--- src/rtl/operand_issue_if.sv ---
// Bundle of issue, writeback, register-file and operand signals around operand_issue.
// The slave view is the unit itself; the master view is its surrounding pipeline.
interface operand_issue_if;
  logic        issue_valid;
  logic        issue_ready;
  logic [4:0]  issue_rs1;
  logic [4:0]  issue_rs2;
  logic [4:0]  issue_rd;
  logic        issue_rd_we;
  logic        wb_valid;
  logic [4:0]  wb_rd;
  logic [31:0] wb_val;
  logic [4:0]  rf_rs1;
  logic [4:0]  rf_rs2;
  logic [31:0] rf_val_rs1;
  logic [31:0] rf_val_rs2;
  logic [4:0]  rf_rd;
  logic [31:0] rf_val_rd;
  logic        rf_write_enable;
  logic        op_valid;
  logic [31:0] op_a;
  logic [31:0] op_b;
  logic [4:0]  op_rd;
  logic        op_rd_we;
  logic        sb_err;

  modport slave (
    input  issue_valid, issue_rs1, issue_rs2, issue_rd, issue_rd_we,
    input  wb_valid, wb_rd, wb_val,
    input  rf_val_rs1, rf_val_rs2,
    output issue_ready,
    output rf_rs1, rf_rs2, rf_rd, rf_val_rd, rf_write_enable,
    output op_valid, op_a, op_b, op_rd, op_rd_we, sb_err
  );

  modport master (
    output issue_valid, issue_rs1, issue_rs2, issue_rd, issue_rd_we,
    output wb_valid, wb_rd, wb_val,
    output rf_val_rs1, rf_val_rs2,
    input  issue_ready,
    input  rf_rs1, rf_rs2, rf_rd, rf_val_rd, rf_write_enable,
    input  op_valid, op_a, op_b, op_rd, op_rd_we, sb_err
  );
endinterface

--- src/rtl/operand_issue.sv ---
// Operand fetch with a per-register in-flight scoreboard: stalls RAW hazards, drives the
// register-file ports and forwards a writeback that collides with the operand read.
module operand_issue #(
  parameter int CNT_W = 2
) (
  input  logic           clk,
  input  logic           reset,
  operand_issue_if.slave bus
);

  localparam logic [CNT_W-1:0] CNT_ZERO     = {CNT_W{1'b0}};
  localparam logic [CNT_W-1:0] CNT_ONE      = CNT_W'(1'b1);
  localparam logic [CNT_W-1:0] MAX_INFLIGHT = {CNT_W{1'b1}};

  logic [CNT_W-1:0] cnt_r [1:31];
  logic [CNT_W-1:0] cnt_s [0:31];
  logic [31:0]      wb_hit_s;
  logic [31:1]      inc_s;
  logic [31:1]      dec_s;
  logic             rs1_ready_s;
  logic             rs2_ready_s;
  logic             rd_ready_s;
  logic             issue_ready_s;
  logic             accept_s;
  logic             wb_spurious_s;

  logic             op_valid_r;
  logic [4:0]       op_rd_r;
  logic             op_rd_we_r;
  logic             fwd_a_r;
  logic             fwd_b_r;
  logic [31:0]      fwd_a_val_r;
  logic [31:0]      fwd_b_val_r;
  logic [31:0]      held_a_r;
  logic [31:0]      held_b_r;
  logic             sb_err_r;
  logic [31:0]      op_a_s;
  logic [31:0]      op_b_s;

  function automatic logic src_ready(input logic [4:0] r, input logic [CNT_W-1:0] c,
                                     input logic hit);
    return (r == 5'd0) || (c == CNT_ZERO) || ((c == CNT_ONE) && hit);
  endfunction

  function automatic logic dst_ready(input logic we, input logic [4:0] r,
                                     input logic [CNT_W-1:0] c, input logic hit);
    return !we || (r == 5'd0) || (c < MAX_INFLIGHT) || hit;
  endfunction

  // Scoreboard view (x0 reads as never pending), hazard checks and counter steering
  always_comb begin
    cnt_s[0] = CNT_ZERO;
    for (int i = 1; i < 32; i++) begin
      cnt_s[i] = cnt_r[i];
    end
    wb_hit_s = 32'd0;
    if (bus.wb_valid && (bus.wb_rd != 5'd0)) begin
      wb_hit_s[bus.wb_rd] = 1'b1;
    end else begin
      wb_hit_s = 32'd0;
    end
    rs1_ready_s   = src_ready(bus.issue_rs1, cnt_s[bus.issue_rs1], wb_hit_s[bus.issue_rs1]);
    rs2_ready_s   = src_ready(bus.issue_rs2, cnt_s[bus.issue_rs2], wb_hit_s[bus.issue_rs2]);
    rd_ready_s    = dst_ready(bus.issue_rd_we, bus.issue_rd, cnt_s[bus.issue_rd],
                              wb_hit_s[bus.issue_rd]);
    issue_ready_s = !reset && rs1_ready_s && rs2_ready_s && rd_ready_s;
    accept_s      = bus.issue_valid && issue_ready_s;
    wb_spurious_s = bus.wb_valid && (bus.wb_rd != 5'd0) && (cnt_s[bus.wb_rd] == CNT_ZERO);
    for (int i = 1; i < 32; i++) begin
      inc_s[i] = accept_s && bus.issue_rd_we && (bus.issue_rd == 5'(i));
      dec_s[i] = wb_hit_s[i] && (cnt_r[i] != CNT_ZERO);
    end
  end

  // In-flight counters: simultaneous issue and retire of the same register cancel out
  always_ff @(posedge clk or posedge reset) begin
    if (reset) begin
      for (int i = 1; i < 32; i++) begin
        cnt_r[i] <= CNT_ZERO;
      end
    end else begin
      for (int i = 1; i < 32; i++) begin
        if (inc_s[i] && !dec_s[i]) begin
          cnt_r[i] <= cnt_r[i] + CNT_ONE;
        end else if (dec_s[i] && !inc_s[i]) begin
          cnt_r[i] <= cnt_r[i] - CNT_ONE;
        end else begin
          cnt_r[i] <= cnt_r[i];
        end
      end
    end
  end

  // Operand stage registers, forward capture and sticky scoreboard error
  always_ff @(posedge clk or posedge reset) begin
    if (reset) begin
      op_valid_r  <= 1'b0;
      op_rd_r     <= 5'd0;
      op_rd_we_r  <= 1'b0;
      fwd_a_r     <= 1'b0;
      fwd_b_r     <= 1'b0;
      fwd_a_val_r <= 32'd0;
      fwd_b_val_r <= 32'd0;
      held_a_r    <= 32'd0;
      held_b_r    <= 32'd0;
      sb_err_r    <= 1'b0;
    end else begin
      op_valid_r <= accept_s;
      if (accept_s) begin
        op_rd_r     <= bus.issue_rd;
        op_rd_we_r  <= bus.issue_rd_we && (bus.issue_rd != 5'd0);
        fwd_a_r     <= wb_hit_s[bus.issue_rs1];
        fwd_b_r     <= wb_hit_s[bus.issue_rs2];
        fwd_a_val_r <= bus.wb_val;
        fwd_b_val_r <= bus.wb_val;
      end else begin
        op_rd_r     <= op_rd_r;
        op_rd_we_r  <= op_rd_we_r;
        fwd_a_r     <= fwd_a_r;
        fwd_b_r     <= fwd_b_r;
        fwd_a_val_r <= fwd_a_val_r;
        fwd_b_val_r <= fwd_b_val_r;
      end
      // Latch delivered operands so they stay stable once the read data moves on
      if (op_valid_r) begin
        held_a_r <= op_a_s;
        held_b_r <= op_b_s;
      end else begin
        held_a_r <= held_a_r;
        held_b_r <= held_b_r;
      end
      if (wb_spurious_s) begin
        sb_err_r <= 1'b1;
      end else begin
        sb_err_r <= sb_err_r;
      end
    end
  end

  // Operand select: forwarded writeback wins over the register file's pre-write data
  always_comb begin
    if (!op_valid_r) begin
      op_a_s = held_a_r;
      op_b_s = held_b_r;
    end else begin
      op_a_s = fwd_a_r ? fwd_a_val_r : bus.rf_val_rs1;
      op_b_s = fwd_b_r ? fwd_b_val_r : bus.rf_val_rs2;
    end
  end

  assign bus.issue_ready     = issue_ready_s;
  assign bus.rf_rs1          = bus.issue_rs1;
  assign bus.rf_rs2          = bus.issue_rs2;
  assign bus.rf_rd           = bus.wb_rd;
  assign bus.rf_val_rd       = bus.wb_val;
  assign bus.rf_write_enable = bus.wb_valid && (bus.wb_rd != 5'd0);
  assign bus.op_valid        = op_valid_r;
  assign bus.op_a            = op_a_s;
  assign bus.op_b            = op_b_s;
  assign bus.op_rd           = op_rd_r;
  assign bus.op_rd_we        = op_rd_we_r;
  assign bus.sb_err          = sb_err_r;

endmodule

--- src/flat_wrapper.sv ---
// flat-port wrapper written by rule: the top's interface ports become plain ports
module operand_issue_flat 
#(
  parameter int CNT_W = 2
)
  (clk, reset, bus_issue_valid, bus_issue_rs1, bus_issue_rs2, bus_issue_rd, bus_issue_rd_we, bus_wb_valid, bus_wb_rd, bus_wb_val, bus_rf_val_rs1, bus_rf_val_rs2, bus_issue_ready, bus_rf_rs1, bus_rf_rs2, bus_rf_rd, bus_rf_val_rd, bus_rf_write_enable, bus_op_valid, bus_op_a, bus_op_b, bus_op_rd, bus_op_rd_we, bus_sb_err);
  operand_issue_if bus_i ();
  input  logic clk;
  input  logic reset;
  input wire logic [$bits(bus_i.issue_valid)-1:0] bus_issue_valid;
  input wire logic [$bits(bus_i.issue_rs1)-1:0] bus_issue_rs1;
  input wire logic [$bits(bus_i.issue_rs2)-1:0] bus_issue_rs2;
  input wire logic [$bits(bus_i.issue_rd)-1:0] bus_issue_rd;
  input wire logic [$bits(bus_i.issue_rd_we)-1:0] bus_issue_rd_we;
  input wire logic [$bits(bus_i.wb_valid)-1:0] bus_wb_valid;
  input wire logic [$bits(bus_i.wb_rd)-1:0] bus_wb_rd;
  input wire logic [$bits(bus_i.wb_val)-1:0] bus_wb_val;
  input wire logic [$bits(bus_i.rf_val_rs1)-1:0] bus_rf_val_rs1;
  input wire logic [$bits(bus_i.rf_val_rs2)-1:0] bus_rf_val_rs2;
  output wire logic [$bits(bus_i.issue_ready)-1:0] bus_issue_ready;
  output wire logic [$bits(bus_i.rf_rs1)-1:0] bus_rf_rs1;
  output wire logic [$bits(bus_i.rf_rs2)-1:0] bus_rf_rs2;
  output wire logic [$bits(bus_i.rf_rd)-1:0] bus_rf_rd;
  output wire logic [$bits(bus_i.rf_val_rd)-1:0] bus_rf_val_rd;
  output wire logic [$bits(bus_i.rf_write_enable)-1:0] bus_rf_write_enable;
  output wire logic [$bits(bus_i.op_valid)-1:0] bus_op_valid;
  output wire logic [$bits(bus_i.op_a)-1:0] bus_op_a;
  output wire logic [$bits(bus_i.op_b)-1:0] bus_op_b;
  output wire logic [$bits(bus_i.op_rd)-1:0] bus_op_rd;
  output wire logic [$bits(bus_i.op_rd_we)-1:0] bus_op_rd_we;
  output wire logic [$bits(bus_i.sb_err)-1:0] bus_sb_err;
  assign bus_i.issue_valid = bus_issue_valid;
  assign bus_i.issue_rs1 = bus_issue_rs1;
  assign bus_i.issue_rs2 = bus_issue_rs2;
  assign bus_i.issue_rd = bus_issue_rd;
  assign bus_i.issue_rd_we = bus_issue_rd_we;
  assign bus_i.wb_valid = bus_wb_valid;
  assign bus_i.wb_rd = bus_wb_rd;
  assign bus_i.wb_val = bus_wb_val;
  assign bus_i.rf_val_rs1 = bus_rf_val_rs1;
  assign bus_i.rf_val_rs2 = bus_rf_val_rs2;
  assign bus_issue_ready = bus_i.issue_ready;
  assign bus_rf_rs1 = bus_i.rf_rs1;
  assign bus_rf_rs2 = bus_i.rf_rs2;
  assign bus_rf_rd = bus_i.rf_rd;
  assign bus_rf_val_rd = bus_i.rf_val_rd;
  assign bus_rf_write_enable = bus_i.rf_write_enable;
  assign bus_op_valid = bus_i.op_valid;
  assign bus_op_a = bus_i.op_a;
  assign bus_op_b = bus_i.op_b;
  assign bus_op_rd = bus_i.op_rd;
  assign bus_op_rd_we = bus_i.op_rd_we;
  assign bus_sb_err = bus_i.sb_err;
  operand_issue #(.CNT_W(CNT_W)) u_core (.clk(clk), .reset(reset), .bus(bus_i));
endmodule
--- config.mk ---
export PLATFORM = sky130hd
export DESIGN_NAME = operand_issue_flat
export DESIGN_NICKNAME = d
export VERILOG_FILES = /design/src/rtl/operand_issue_if.sv /design/src/rtl/operand_issue.sv /design/src/flat_wrapper.sv
export SDC_FILE = /design/constraint.sdc
export NUM_CORES = 1
export LEC_CHECK = 0
export ABC_AREA = 1
export BUFFER_PORTS_ARGS = -buffer_cell sky130_fd_sc_hd__buf_2
export CAP_MARGIN = 40
export CORE_ASPECT_RATIO = 0.75
export CORE_UTILIZATION = 51
export DETAILED_ROUTE_END_ITERATION = 7
export PLACE_DENSITY = 0.81
export SETUP_SLACK_MARGIN = 0.5
export SLEW_MARGIN = 20
export SYNTH_ARGS = -nofsm -noshare
export SYNTH_HDL_FRONTEND = slang
export SYNTH_SLANG_ARGS = --single-unit
--- constraint.sdc ---
create_clock -name clk -period 5.2 [get_ports clk]
set_clock_uncertainty 0.1 [all_clocks]
set_input_delay 0.52 -clock clk [delete_from_list [all_inputs] [get_ports clk]]
set_output_delay 0.52 -clock clk [all_outputs]
set_load 0.02 [all_outputs]
==> run summary <==
Worst Setup Start Kind = input port
Endpoints failing hold = 0
Clock root buffer = clkbuf_16
FF+latch count, synth = 168
Placed cells = 2088
Netlist Area Pre-Place = 0.0118 mm²
Multi-input gate area = 0.00643 mm²
Fraction of layout cells with a size suffix above 1 = 0.181
Hold Buf Count CTS = 0
Fmax = 222 MHz
Final setup viols = 0
Synth warn = 0
Synth cell types = 42
Non-Filler Instances = 2123
Hold Crit Class = input port to flip-flop
Num CTS Buffers = 17
Unrepaired setup endpoints after global routing = no
Post-DP Area = 0.0128 mm²
H-tree depth = 4
CP delay by family, top = simple AND/OR/NAND/NOR gates
Critical path data required time = 5.42 ns
Clock Latency Late Sink = 0.45 ns
Design Area, Final = 0.0135 mm²
Peak supply drop = 305 µV
Global-route wire length before repair = 67.8 mm
Mapped Nets = 1818
Buffer count from post-CTS setup fixing = 0
Total grt overflow = 0
Pleak = 6.35 nW
Core ar. = 0.0223 mm²
First-pass DRT Iterations = 7
WP buf/inv = 2
Layout fillers = 2101
Fin crit period = 4.50 ns
Max clock buf depth = 2
CP Launch Point = bus_issue_rd[1]
Final #Nets = 1967
Number of global-route vias before repair = 12000
Final wirelength = 44.4 mm
Vias per std cell = 6.21
Placer Congestion = 1.12
Initial antenna violation count = 1
Period utilisation layout = 0.865
Final Slew Violations = 0
Hpwl dp = 32.0 mm
Worst-path clk slew = 0.07 ns
# rows = 47
# DRC = 0
Port Buf Inserts = 241
Register area share after synthesis = 0.357
Worst slew pin tran = 0.994 ns
Status = finished, final reports clean
Min-delay src = bus_wb_val[30]
Largest net degree at the start of global routing = 169
Design Power = 6.44 mW
Fin Hold WS = 0.233 ns
CTS tree = done
DRC violation total after the first TritonRoute iteration = 1692
Crit-path cells = buf_2 -> inv_2 -> nor2_1 -> nand2_1 -> nand3_1 -> nand4_1 -> nand3_1 -> nor2_1 -> nand3_1 -> nand2_1 -> nand2_1 -> nand2_2 -> nor2_8 -> nand4_2 -> nor2_1 -> ha_1 -> a21oi_1 -> o21ai_0 -> xor2_1
Crit path kind = input port to flip-flop
PostCTS Resize Cnt = 0
Max incr delay on CP = 0.66 ns
Global Route Usage Sum = 0.374
CP Capture Type = flip-flop
R2r startpoint = u_core.cnt_r[57]
I/O pin cnt = 242
Die Wd = 178 µm
Crit-path slowest cell = nor2_1
PwrDens = 478 mW/mm²
Post-Synthesis Cells = 1666
CTS Sinks = 168
Via count = 13200
Initial core utilization = 0.527
Full die area = 0.0237 mm²
Avg WL per Cell = 20.9 µm
Largest fanout on the critical path = 43
Arrival time worst endpoint = 4.71 ns
Die Height = 134 µm
Area grow syn2layout = 14.5%
Setup TNS = 0 ns
Register area = 0.00421 mm²
Antenna-violating nets left = 0
Max_slew headroom = 0.337
Max Cap Viol = 0
Post-synthesis area per instance = 7.07 µm²
[flip-flops by register name, summed over array words and instances, names as in the netlist]
name                 count
u_core.bus.op_valid      1
u_core.fwd_a_r           1
u_core.bus.op_rd         5
u_core.held_b_r         32
u_core.fwd_b_r           1
u_core.bus.op_rd_we      1
u_core.bus.sb_err        1
u_core.held_a_r         32
u_core.fwd_a_val_r      32
u_core.cnt_r            62
[cells by family after synthesis]
kind of cell	after synthesis	synth area share
adders and majority gates	31	0.0329
xor gates and xnor gates	67	0.0498
and+or+nand+nor	778	0.278
AOI/OAI and AO/OA	377	0.186
buffers and inverters	245	0.0970
DFF	168	0.357
[final cells by class]
class | count | area share
Multi-Input combinational cell | 1253 | 0.477
Sequential cell | 168 | 0.312
Timing Repair Buffer | 269 | 0.110
Clock buffer | 20 | 0.0338
Inverter | 106 | 0.0298
Tap cell | 294 | 0.0273
Clock inverter | 12 | 0.0103
Antenna cell | 1 | 0.000185
[where the power goes]
part | switching, mW | leakage, nW | internal [mW] | total, mW
clock | 0.589 | 0.285 | 0.740 | 1.33
sequential | 0.473 | 1.98 | 1.88 | 2.36
combinational | 1.88 | 4.08 | 0.882 | 2.76
[path summary, 6_finish.rpt]
check / endpoint / slack (ns) / cells after the start
max in group asynchronous: u_core.cnt_r[37] / 3.93 / 3
setup reg to reg: u_core.cnt_r[47] / 1.28 / 17
setup / recovery: u_core.cnt_r[47] / 0.70 / 19
hold reg to reg: u_core.cnt_r[52] / 0.37 / 1
hold / removal: u_core.fwd_a_val_r[30] / 0.23 / 3
min in group asynchronous: u_core.cnt_r[29] / 0.28 / 3
[cell usage after synthesis (all sizes together)]
master / instances / area [µm²]
nand4: 56 / 372
o2111ai: 9 / 78.8
nand3b: 3 / 22.5
clkbuf: 54 / 203
o221ai: 5 / 43.8
o22ai: 2 / 12.5
xnor2: 46 / 403
nor3b: 1 / 7.51
a21oi: 94 / 474
clkinv: 1 / 3.75
a22oi: 2 / 15.0
dfrtp: 168 / 4200
xor2: 21 / 184
ha: 31 / 388
nand2: 463 / 1750
a31oi: 131 / 820
inv: 105 / 394
a31o: 1 / 8.76
nor4: 2 / 12.5
nor2: 163 / 641
a41oi: 1 / 8.76
o211ai: 24 / 180
o21ai: 106 / 531
buf: 85 / 542
and2: 3 / 18.8
a221oi: 1 / 8.76
nand3: 78 / 400
nor3: 5 / 25.0
a211oi: 1 / 7.51
or2: 4 / 25.0
[cell usage in the layout (no fill, tap or decap), types with 11 or more instances in the layout]
master / Yosys / final
nand2_1: 459 / 459
buf_2: 31 / 241
dfrtp_1: 168 / 167
nor2_1: 159 / 159
a31oi_1: 131 / 131
o21ai_0: 101 / 101
inv_1: 94 / 93
a21oi_1: 93 / 93
nand3_1: 76 / 76
nand4_1: 54 / 54
xnor2_1: 46 / 46
ha_1: 31 / 31
o211ai_1: 24 / 24
buf_4: 49 / 23
xor2_1: 21 / 21
clkbuf_16: 0 / 17
inv_2: 11 / 11
[worst reg2reg max path, delay by kind of cell (launching register included)]
kind / cells / cell delay, ns
AOI/OAI and AO/OA: 5 / 0.82
xor gates and xnor gates: 1 / 0.17
adders and majority gates: 1 / 0.28
buffers and inverters: 1 / 0.13
DFF: 1 / 0.41
and+or+nand+nor: 9 / 1.87
[stage by stage]
step,utilization,setup slack (ns)
2_1_floorplan,-,0.597
3_3_place_gp,0.573,0.509
3_5_place_dp,0.575,0.432
4_1_cts,0.601,0.896
5_1_grt,0.604,0.538
6_report,0.604,0.704
[layer usage]
metal,vias up,track usage,wire length (µm)
met4,0,0.136,1450
met1,6236,0.533,18400
met5,-,0,0
met3,130,0.117,5880
met2,907,0.527,18700
li1,5921,-,-
Power figures use the tool's default switching activity.
